$ cat src/rtl/gpr_mac_datapath.sv
// ============================================================================
// gpr_mac_datapath
// ----------------------------------------------------------------------------
// Execution stage that sits directly behind the instruction decoder. It holds
// a 16-entry general purpose register file with three operand read ports
// (A, B, C), one STORE read port (T) and two write ports (X for LOAD data,
// Y for arithmetic results). Arithmetic runs through a two-stage pipeline:
// stage 1 captures operands and the opcode, stage 2 computes the result, and
// the result is committed on the following edge when the decoder raises
// wrt_enb_y.
//
// Supported opcodes:
//   OP_MULT  : RT <= RA * RB
//   OP_ADD   : RT <= RA + RC
//   OP_MULTX : RT <= RA * RB + RC
//   other    : result is zero
// All arithmetic is unsigned and keeps the low DATA_W bits.
//
// Ports:
//   clock           in   system clock, all state updates on the rising edge
//   reset           in   synchronous, active-high; clears GPRs, pipe, STORE bus
//   op_code         in   opcode of the instruction whose read addresses are
//                        presented this cycle
//   rd_adr_a        in   operand A register address (RA)
//   rd_adr_b        in   operand B register address (RB)
//   rd_adr_c        in   operand C register address (RC)
//   rd_adr_t        in   STORE source register address (RT field)
//   wrt_adr_x       in   LOAD destination register
//   wrt_enb_x       in   LOAD commit enable
//   load_data       in   LOAD word, valid while wrt_enb_x is high
//   wrt_adr_y       in   arithmetic destination, presented two cycles after
//                        the operand addresses of the same instruction
//   wrt_enb_y       in   arithmetic commit enable
//   mem_write_data  out  STORE data, registered copy of GPR[rd_adr_t]
// ============================================================================
module gpr_mac_datapath #(
    parameter int         DATA_W   = 32,
    parameter int         ADR_W    = 4,
    parameter logic [7:0] OP_MULT  = 8'h33,
    parameter logic [7:0] OP_ADD   = 8'h34,
    parameter logic [7:0] OP_MULTX = 8'h35
) (
    input  logic              clock,
    input  logic              reset,
    input  logic [7:0]        op_code,
    input  logic [ADR_W-1:0]  rd_adr_a,
    input  logic [ADR_W-1:0]  rd_adr_b,
    input  logic [ADR_W-1:0]  rd_adr_c,
    input  logic [ADR_W-1:0]  rd_adr_t,
    input  logic [ADR_W-1:0]  wrt_adr_x,
    input  logic              wrt_enb_x,
    input  logic [DATA_W-1:0] load_data,
    input  logic [ADR_W-1:0]  wrt_adr_y,
    input  logic              wrt_enb_y,
    output logic [DATA_W-1:0] mem_write_data
);

    localparam int NREG = 1 << ADR_W;

    // ------------------------------------------------------------------------
    // State
    // ------------------------------------------------------------------------
    logic [DATA_W-1:0] r_gpr [NREG];

    logic [DATA_W-1:0] r_s1_a;
    logic [DATA_W-1:0] r_s1_b;
    logic [DATA_W-1:0] r_s1_c;
    logic [7:0]        r_s1_op;
    logic              r_s1_vld;

    logic [DATA_W-1:0] r_s2_res;
    logic              r_s2_vld;

    logic [DATA_W-1:0] r_mem_wr_data;

    // ------------------------------------------------------------------------
    // Combinational nets
    // ------------------------------------------------------------------------
    logic              w_y_commit;
    logic [DATA_W-1:0] w_rd_a;
    logic [DATA_W-1:0] w_rd_b;
    logic [DATA_W-1:0] w_rd_c;
    logic [DATA_W-1:0] w_rd_t;
    logic [DATA_W-1:0] w_prod;
    logic [DATA_W-1:0] w_sum_ac;
    logic [DATA_W-1:0] w_multx;
    logic [DATA_W-1:0] w_s2_next;

    // A register read with write-through bypass. A same-cycle LOAD takes
    // priority over a same-cycle arithmetic commit because the LOAD also wins
    // the register itself when both target the same address.
    function automatic logic [DATA_W-1:0] bypassRead(
        input logic [ADR_W-1:0]  adr,
        input logic [DATA_W-1:0] gprVal,
        input logic              xEnb,
        input logic [ADR_W-1:0]  xAdr,
        input logic [DATA_W-1:0] xData,
        input logic              yEnb,
        input logic [ADR_W-1:0]  yAdr,
        input logic [DATA_W-1:0] yData
    );
        logic [DATA_W-1:0] val;
        val = gprVal;
        if (yEnb && (yAdr == adr)) begin
            val = yData;
        end
        if (xEnb && (xAdr == adr)) begin
            val = xData;
        end
        return val;
    endfunction

    // An arithmetic commit only happens when stage 2 holds a result that was
    // captured after the last reset. This keeps a reset from letting anything
    // that was in flight land in the register file afterwards, even if the
    // decoder still raises wrt_enb_y on the cycle following reset.
    assign w_y_commit = wrt_enb_y & r_s2_vld;

    // Operand and STORE reads, all bypassed against this cycle's writes.
    assign w_rd_a = bypassRead(rd_adr_a, r_gpr[rd_adr_a], wrt_enb_x, wrt_adr_x,
                               load_data, w_y_commit, wrt_adr_y, r_s2_res);
    assign w_rd_b = bypassRead(rd_adr_b, r_gpr[rd_adr_b], wrt_enb_x, wrt_adr_x,
                               load_data, w_y_commit, wrt_adr_y, r_s2_res);
    assign w_rd_c = bypassRead(rd_adr_c, r_gpr[rd_adr_c], wrt_enb_x, wrt_adr_x,
                               load_data, w_y_commit, wrt_adr_y, r_s2_res);
    assign w_rd_t = bypassRead(rd_adr_t, r_gpr[rd_adr_t], wrt_enb_x, wrt_adr_x,
                               load_data, w_y_commit, wrt_adr_y, r_s2_res);

    // Stage 2 arithmetic. Results are DATA_W wide so products and sums
    // simply drop their carry/high bits.
    assign w_prod   = r_s1_a * r_s1_b;
    assign w_sum_ac = r_s1_a + r_s1_c;
    assign w_multx  = w_prod + r_s1_c;

    // Pick the stage 2 result by the opcode captured in stage 1; unknown
    // opcodes produce zero so a stray commit cannot write garbage.
    always_comb begin
        w_s2_next = '0;
        case (r_s1_op)
            OP_MULT:  w_s2_next = w_prod;
            OP_ADD:   w_s2_next = w_sum_ac;
            OP_MULTX: w_s2_next = w_multx;
            default:  w_s2_next = '0;
        endcase
    end

    // Stage 1: capture the bypassed operands and the opcode every cycle.
    // The valid flag marks that the captured operands belong to an
    // instruction presented after reset was released.
    always_ff @(posedge clock) begin
        if (reset) begin
            r_s1_a   <= '0;
            r_s1_b   <= '0;
            r_s1_c   <= '0;
            r_s1_op  <= '0;
            r_s1_vld <= 1'b0;
        end else begin
            r_s1_a   <= w_rd_a;
            r_s1_b   <= w_rd_b;
            r_s1_c   <= w_rd_c;
            r_s1_op  <= op_code;
            r_s1_vld <= 1'b1;
        end
    end

    // Stage 2: register the arithmetic result. One op enters per cycle,
    // there is no stall path.
    always_ff @(posedge clock) begin
        if (reset) begin
            r_s2_res <= '0;
            r_s2_vld <= 1'b0;
        end else begin
            r_s2_res <= w_s2_next;
            r_s2_vld <= r_s1_vld;
        end
    end

    // Register file writes. The Y commit is applied first and the X commit
    // second, so a LOAD to the same register on the same edge overwrites the
    // arithmetic result (the LOAD belongs to the younger instruction).
    always_ff @(posedge clock) begin
        if (reset) begin
            for (int i = 0; i < NREG; i++) begin
                r_gpr[i] <= '0;
            end
        end else begin
            if (w_y_commit) begin
                r_gpr[wrt_adr_y] <= r_s2_res;
            end
            if (wrt_enb_x) begin
                r_gpr[wrt_adr_x] <= load_data;
            end
        end
    end

    // STORE bus: registered every cycle regardless of whether a STORE is
    // actually in progress; the memory side qualifies it with the decoder's
    // write-valid strobe.
    always_ff @(posedge clock) begin
        if (reset) begin
            r_mem_wr_data <= '0;
        end else begin
            r_mem_wr_data <= w_rd_t;
        end
    end

    assign mem_write_data = r_mem_wr_data;

endmodule
$ cat config.mk
export PLATFORM = sky130hd
export DESIGN_NAME = gpr_mac_datapath
export DESIGN_NICKNAME = d
export VERILOG_FILES = /design/src/rtl/gpr_mac_datapath.sv
export SDC_FILE = /design/constraint.sdc
export NUM_CORES = 2
export LEC_CHECK = 0
export BUFFER_PORTS_ARGS = -buffer_cell sky130_fd_sc_hd__buf_2
export CELL_PAD_IN_SITES_DETAIL_PLACEMENT = 1
export CELL_PAD_IN_SITES_GLOBAL_PLACEMENT = 2
export CORE_UTILIZATION = 38
export DETAILED_ROUTE_END_ITERATION = 7
export PLACE_DENSITY_LB_ADDON = 0.25
export SYNTH_ARGS = -nofsm -noshare
export SYNTH_HDL_FRONTEND = slang
export SYNTH_SLANG_ARGS = --single-unit
$ cat constraint.sdc
create_clock -name clock -period 15.4 [get_ports clock]
set_clock_uncertainty 0.1 [all_clocks]
set_input_delay 3.08 -clock clock [delete_from_list [all_inputs] [get_ports clock]]
set_output_delay 3.08 -clock clock [all_outputs]
set_load 0.02 [all_outputs]
# ---- Word-level counts from Yosys, hierarchy flattened
# Memories as Yosys holds them, arrays and structs flattened. A register that Yosys moved wholly into a read port is not among the register bits.
# Index checks and enable logic that the tools add are counted.
dict set report totals {
  ff_bits 42
  out_inout_bits 32
  latch_bits 0
  n_memories 1
  mem_bits_ro 0
  ram_bits 512
  inputBits 68
}
dict set report classes {
  n_mul 1
  n_div 0
  shifts 0
  add_sub_neg 2
  muxes 16
  n_reduce_logical 2
  n_lt_le_gt_ge 0
  n_bitwise 1
  n_eq_ne 3
}
# name depth width rd rd_ports_with_merged_regs write_ports line
set mem_list {}
lappend mem_list {r_gpr 16 32 4 4 16 63} ;# logic [DATA_W-1:0] r_gpr [NREG];
# cell count
set op_table {}
lappend op_table {{32-bit one-hot mux with 3 select lines} 1}
lappend op_table {{32-bit adder} 2}
lappend op_table {{32-bit two-way mux} 2}
lappend op_table {{32-bit OR reduction} 2}
lappend op_table {{32-bit by 32-bit multiplier with 32-bit output} 1}
lappend op_table {{8-bit by 6-bit == test with 1-bit output (second input constant)} 3}
lappend op_table {{1-bit two-way mux} 11}
lappend op_table {{4-bit two-way mux} 2}
lappend op_table {{1-bit bitwise AND} 1}

# ---- Logic depth before layout (Yosys ltp)
dict set report logic_depth {
  word_depth 6
  ltp_mapped 39
  mapped_depth_nobuf 37
}

# ---- Worst setup path before layout
# No wires, ideal clock.
dict set report synth_path {
  path_kind {register to register}
  startpoint {register r_s1_b[4], read port of r_gpr}
  endpoint {register r_s2_res[30]}
  arrival_ps 8084
  required_ps 15183
  stages_incl_launch_ff 35
  path_slack_ps 7099
  n_path_buf 2
  setup_ps 117
  path_cell_list {dfxtp_1 > clkbuf_1 > clkbuf_1 > and2_1 > fa_1 > inv_1 > fa_1 > fa_1 > fa_1 > inv_1 > ha_1 > ha_1 > fa_1 > fa_1 > ha_1 > a21o_1 > a21o_1 > a221oi_2 > o21ai_0 > a21oi_1 > o21bai_1 > a21oi_1 > xnor2_1 > mux2_2 > ha_1 > a21o_1 > a21o_1 > a21oi_1 > nor2_1 > a21oi_1 > o211ai_2 > a2111oi_2 > o41ai_1 > xor2_1 > a22o_1}
}
dict set report synth_between {
  elab_chain_len 3
}
# item line
set synth_rtl {}
lappend synth_rtl {{from (decl)} 66} ;# logic [DATA_W-1:0] r_s1_b;
lappend synth_rtl {{32-bit by 32-bit multiplier with 32-bit output *} 131} ;# assign w_prod = r_s1_a * r_s1_b;
lappend synth_rtl {{32-bit adder} 133} ;# assign w_multx = w_prod + r_s1_c;
lappend synth_rtl {{32-bit one-hot mux with 3 select lines *} 139} ;# case (r_s1_op)
lappend synth_rtl {{to (signal assigned)} 173} ;# r_s2_res <= w_s2_next;
lappend synth_rtl {{to (decl)} 71} ;# logic [DATA_W-1:0] r_s2_res;
# Every way passes the cells marked *; elsewhere a longest branch is shown, timed or not.
# A chain may end at the register's enable or synchronous reset.

# ---- Worst setup path in the final report
dict set report layout_path {
  startpoint {register r_s1_b[3], read port of r_gpr}
  endpoint {register r_s2_res[31]}
}
# The elaborated chain is that of the path after synthesis.

==> out/results.ini <==
[clock_network]
postCtsHoldBufs = 0
htreeDepth = 3
clkSinkCount = 682
cts_setup_buffers = 0
cts_tree = built
clk_pin_slew_ns = 0.06
cts_buffers = 80
clkLatencyLatePin_ns = 0.70
clock_path_buffers = 3
ctsResizeCount = 0
root_buffer = clkbuf_16

[finish]
num-fill-cells = 16339
areaGrowthSynthToFinish_pct = 8.888
nNetsFinal = 5285
finish.instance_area_um2 = 66190
regArea_um2 = 18780
multiInputGateArea_um2 = 38800
drive_gt1_share_pct = 23.29

[worst_setup_path]
cp_slowest_cell = dfxtp_1
crit_top_cell = fa_1
startpoint_type = flop
max_stage_delay_ns = 1.06
worstReg2RegEnd = r_s2_res[31]
cp_data_required_time_ns = 15.85
crit_arrival_ns = 10.07
critPathLaunch = r_s1_b[3]
r2r_start = r_s1_b[3]
worstSetupEndpointType = flop
r2r_slack_ns = 5.78
ff2ff_path_depth = 35
crit_fanout = 29
crit_type = flop to flop

[detailed_routing]
viasPerCell = 6.640
vias = 45147
drtAntennaViolNets = 0
wl_per_cell_um = 36.75
wl_um = 249900
route.detailed.drc = 0
drt_iter0_drc = 5071
dr.pass1.iters = 5

[yosys]
synth_area_um2 = 60780
synthMuxAreaShare_pct = 26.30
synth_compound_area_share_pct = 11.12
syn_inst = 4869
synth_nets = 5500
avgSynthCellArea_um2 = 12.48
async_flop_share_pct = 0
synth_cell_type_count = 56
synthSimpleGateAreaFrac_pct = 6.980
yosysTopAreaCell = edfxtp_1
yosys-top-cells-area = edfxtp_1 25%, mux4_2 24%, fa_1 13%
synth_edf_count = 512
netlist.area_leader.share_pct = 25.29
synth_top_family_by_area = multiplexers
ys_ff_latch = 682
synthAdderAreaFrac_pct = 16.64
synth_seq_area_share_pct = 30.89
yosys_most_used_dff = edfxtp_1
synth-xor-area-share_pct = 2.075
yosysWarnings = 0

[min_path]
hold_start = r_s1_vld
hold_end = r_s2_vld
min_path_cells = 1
hold_class = flop to flop

[place]
place_hpwl_um = 155100
io_buffers = 99
dpl_cell_area_um2 = 63420
place_congestion = 0.8628

[die]
fp.dieH_um = 402.0
std_cell_rows = 146
die_area_um2 = 161600
initial_core_util_pct = 38.33
core_area_um2 = 158600
die_w_um = 402.0
ios = 100

[timing]
setup_violations = 0
slew_headroom_pct = 17.15
drv_slew = 0
fmax_mhz = 104.0
rsz0062_at_grt = no
post-route-period-util_pct = 62.46
tns_ns = 0
tightest_slew_ns = 1.235
fin_crit_ns = 9.618
finalHoldViolCount = 0

[global_route]
use_met1_pct = 40.01
top_usage_layer = met2
grt_pass1_vias = 47743
antenna_found_initial = 22
grt_usage_pct = 31.00
use_met3_pct = 6.736
grt_pass1_wl_um = 356700
grtUsageMet2_pct = 50.08
grt.overflow.total = 0
grt_max_degree = 83

[pwr]
clkPwrFrac_pct = 37.5
p_int_mw = 3.731
ir_worst_vdd_v = 0.0001011
leakagePower_nw = 25.19
switching_share_pct = 31.28
comb_power_share_pct = 23.1
power_frac_seq_pct = 39.4
powerDensity_nw_per_um2 = 82.04
switchingPower_mw = 1.698

[flow_run]
cap_viol_max_count = 0

[run_status]
outcome = finished, final reports clean

==> synthesized netlist by cell type, types with 4 or more instances <==
master and number:
mux2_2 25, dfxtp_1 170, a211oi_1 132, and3_1 4, xor2_1 34, nand2b_1 7, or3_1 6, inv_1 426
buf_2 19, nor4_1 5, mux4_2 640, clkbuf_1 468, xnor2_1 110, a22o_1 516, nor2b_1 16, nand4_1 15
nor3_1 28, o21ai_0 44, o21a_1 7, a31oi_1 6, nor2_1 206, a21o_1 18, nand2_1 294, nand3b_1 5
o31ai_1 4, o22ai_1 4, and2_1 281, fa_1 409, a32oi_1 4, ha_1 154, buf_1 51, edfxtp_1 512
a21oi_1 51, nand3_1 14, a22oi_1 20, mux2i_1 129, o21bai_1 12
==> worst max path at each step <==
| stage | to | cells after the start |
|---|---|---|
| 2_1_floorplan | r_s2_res[30] | 34 |
| 3_3_place_gp | r_s2_res[30] | 32 |
| 3_5_place_dp | r_s2_res[31] | 35 |
| 4_1_cts | r_s2_res[31] | 35 |
| 5_1_grt | r_s2_res[30] | 32 |
| 6_report | r_s2_res[31] | 35 |
==> cell usage in the layout (no fill, tap or decap), drive strengths merged, types with 20 or more instances in the layout <==
cell type	n
inv	429
xor2	34
a211oi	132
nand2	294
a22o	516
mux4	640
o21ai	45
xnor2	110
dfxtp	170
fa	409
mux2	25
nor3	28
buf	241
clkinv	21
mux2i	129
nor2	206
and2	281
edfxtp	512
a22oi	20
a21oi	51
clkbuf	113
ha	154
==> per-stage QoR <==
step / worst slack, ns / cells / hold slack (ns) / total power [mW] / utilization (%)
2_1_floorplan: 7.099 / 4869 / 0.3138 / 2.959 / -
4_1_cts: 5.799 / 6791 / 0.3541 / 5.441 / 41.73
6_report: 5.782 / 6799 / 0.3545 / 5.430 / 41.74
5_1_grt: 5.401 / 6792 / 0.3702 / 5.598 / 41.73
3_3_place_gp: 5.971 / 6644 / 0.3270 / 3.403 / 40.00
3_5_place_dp: 5.867 / 6644 / 0.3431 / 3.415 / 40.00
==> worst max-delay path, delay by kind of cell, from the launching register on <==
family          cells  cell delay, ns
xor+xnor            3            0.42
buf+inv             2            0.12
simple gates        7            1.42
mux                 1            0.27
compound gates     12            1.93
fa+ha+maj          10            4.12
flops               1            1.06
==> sequential cells by signal (all words and copies together), names as in the netlist <==
name / flops
r_s1_c: 32
r_s1_op: 8
r_s1_vld: 1
r_s2_res: 32
r_s1_a: 32
r_s2_vld: 1
r_s1_b: 32
mem_write_data: 32
r_gpr: 512
==> power groups by stage <==
stage | registers [mW] | clock network, mW | logic, mW
2_1_floorplan | 2.13 | 0 | 0.825
4_1_cts | 2.14 | 2.05 | 1.25
5_1_grt | 2.15 | 2.11 | 1.34
3_5_place_dp | 2.18 | 0 | 1.24
6_report | 2.14 | 2.04 | 1.25
3_3_place_gp | 2.17 | 0 | 1.23
==> cell type report <==
class,instances,area share (%)
clock inverter,34,0.4953
antenna,8,0.03025
timing repair buffer,241,2.501
multi-input combinational,3223,58.62
sequential,682,28.37
clock buffer,113,3.648
inverter,426,2.416
tap,2072,3.917
==> kinds of logic after synthesis <==
kind of cell	after synthesis
buf+inv	964
simple gates	884
compound gates	838
mux	794
flops	682
fa+ha+maj	563
xor+xnor	144
==> routing by layer <==
| layer | wire (um) | up-vias | part of all wire, % |
|---|---|---|---|
| li1 | - | 17757 | - |
| met1 | 96710 | 24062 | 39 |
| met2 | 117100 | 2673 | 47 |
| met3 | 23910 | 645 | 9.6 |
| met4 | 12060 | 10 | 4.8 |
| met5 | 63 | - | 0.025 |
No activity file was read; power rests on OpenSTA's default activity.
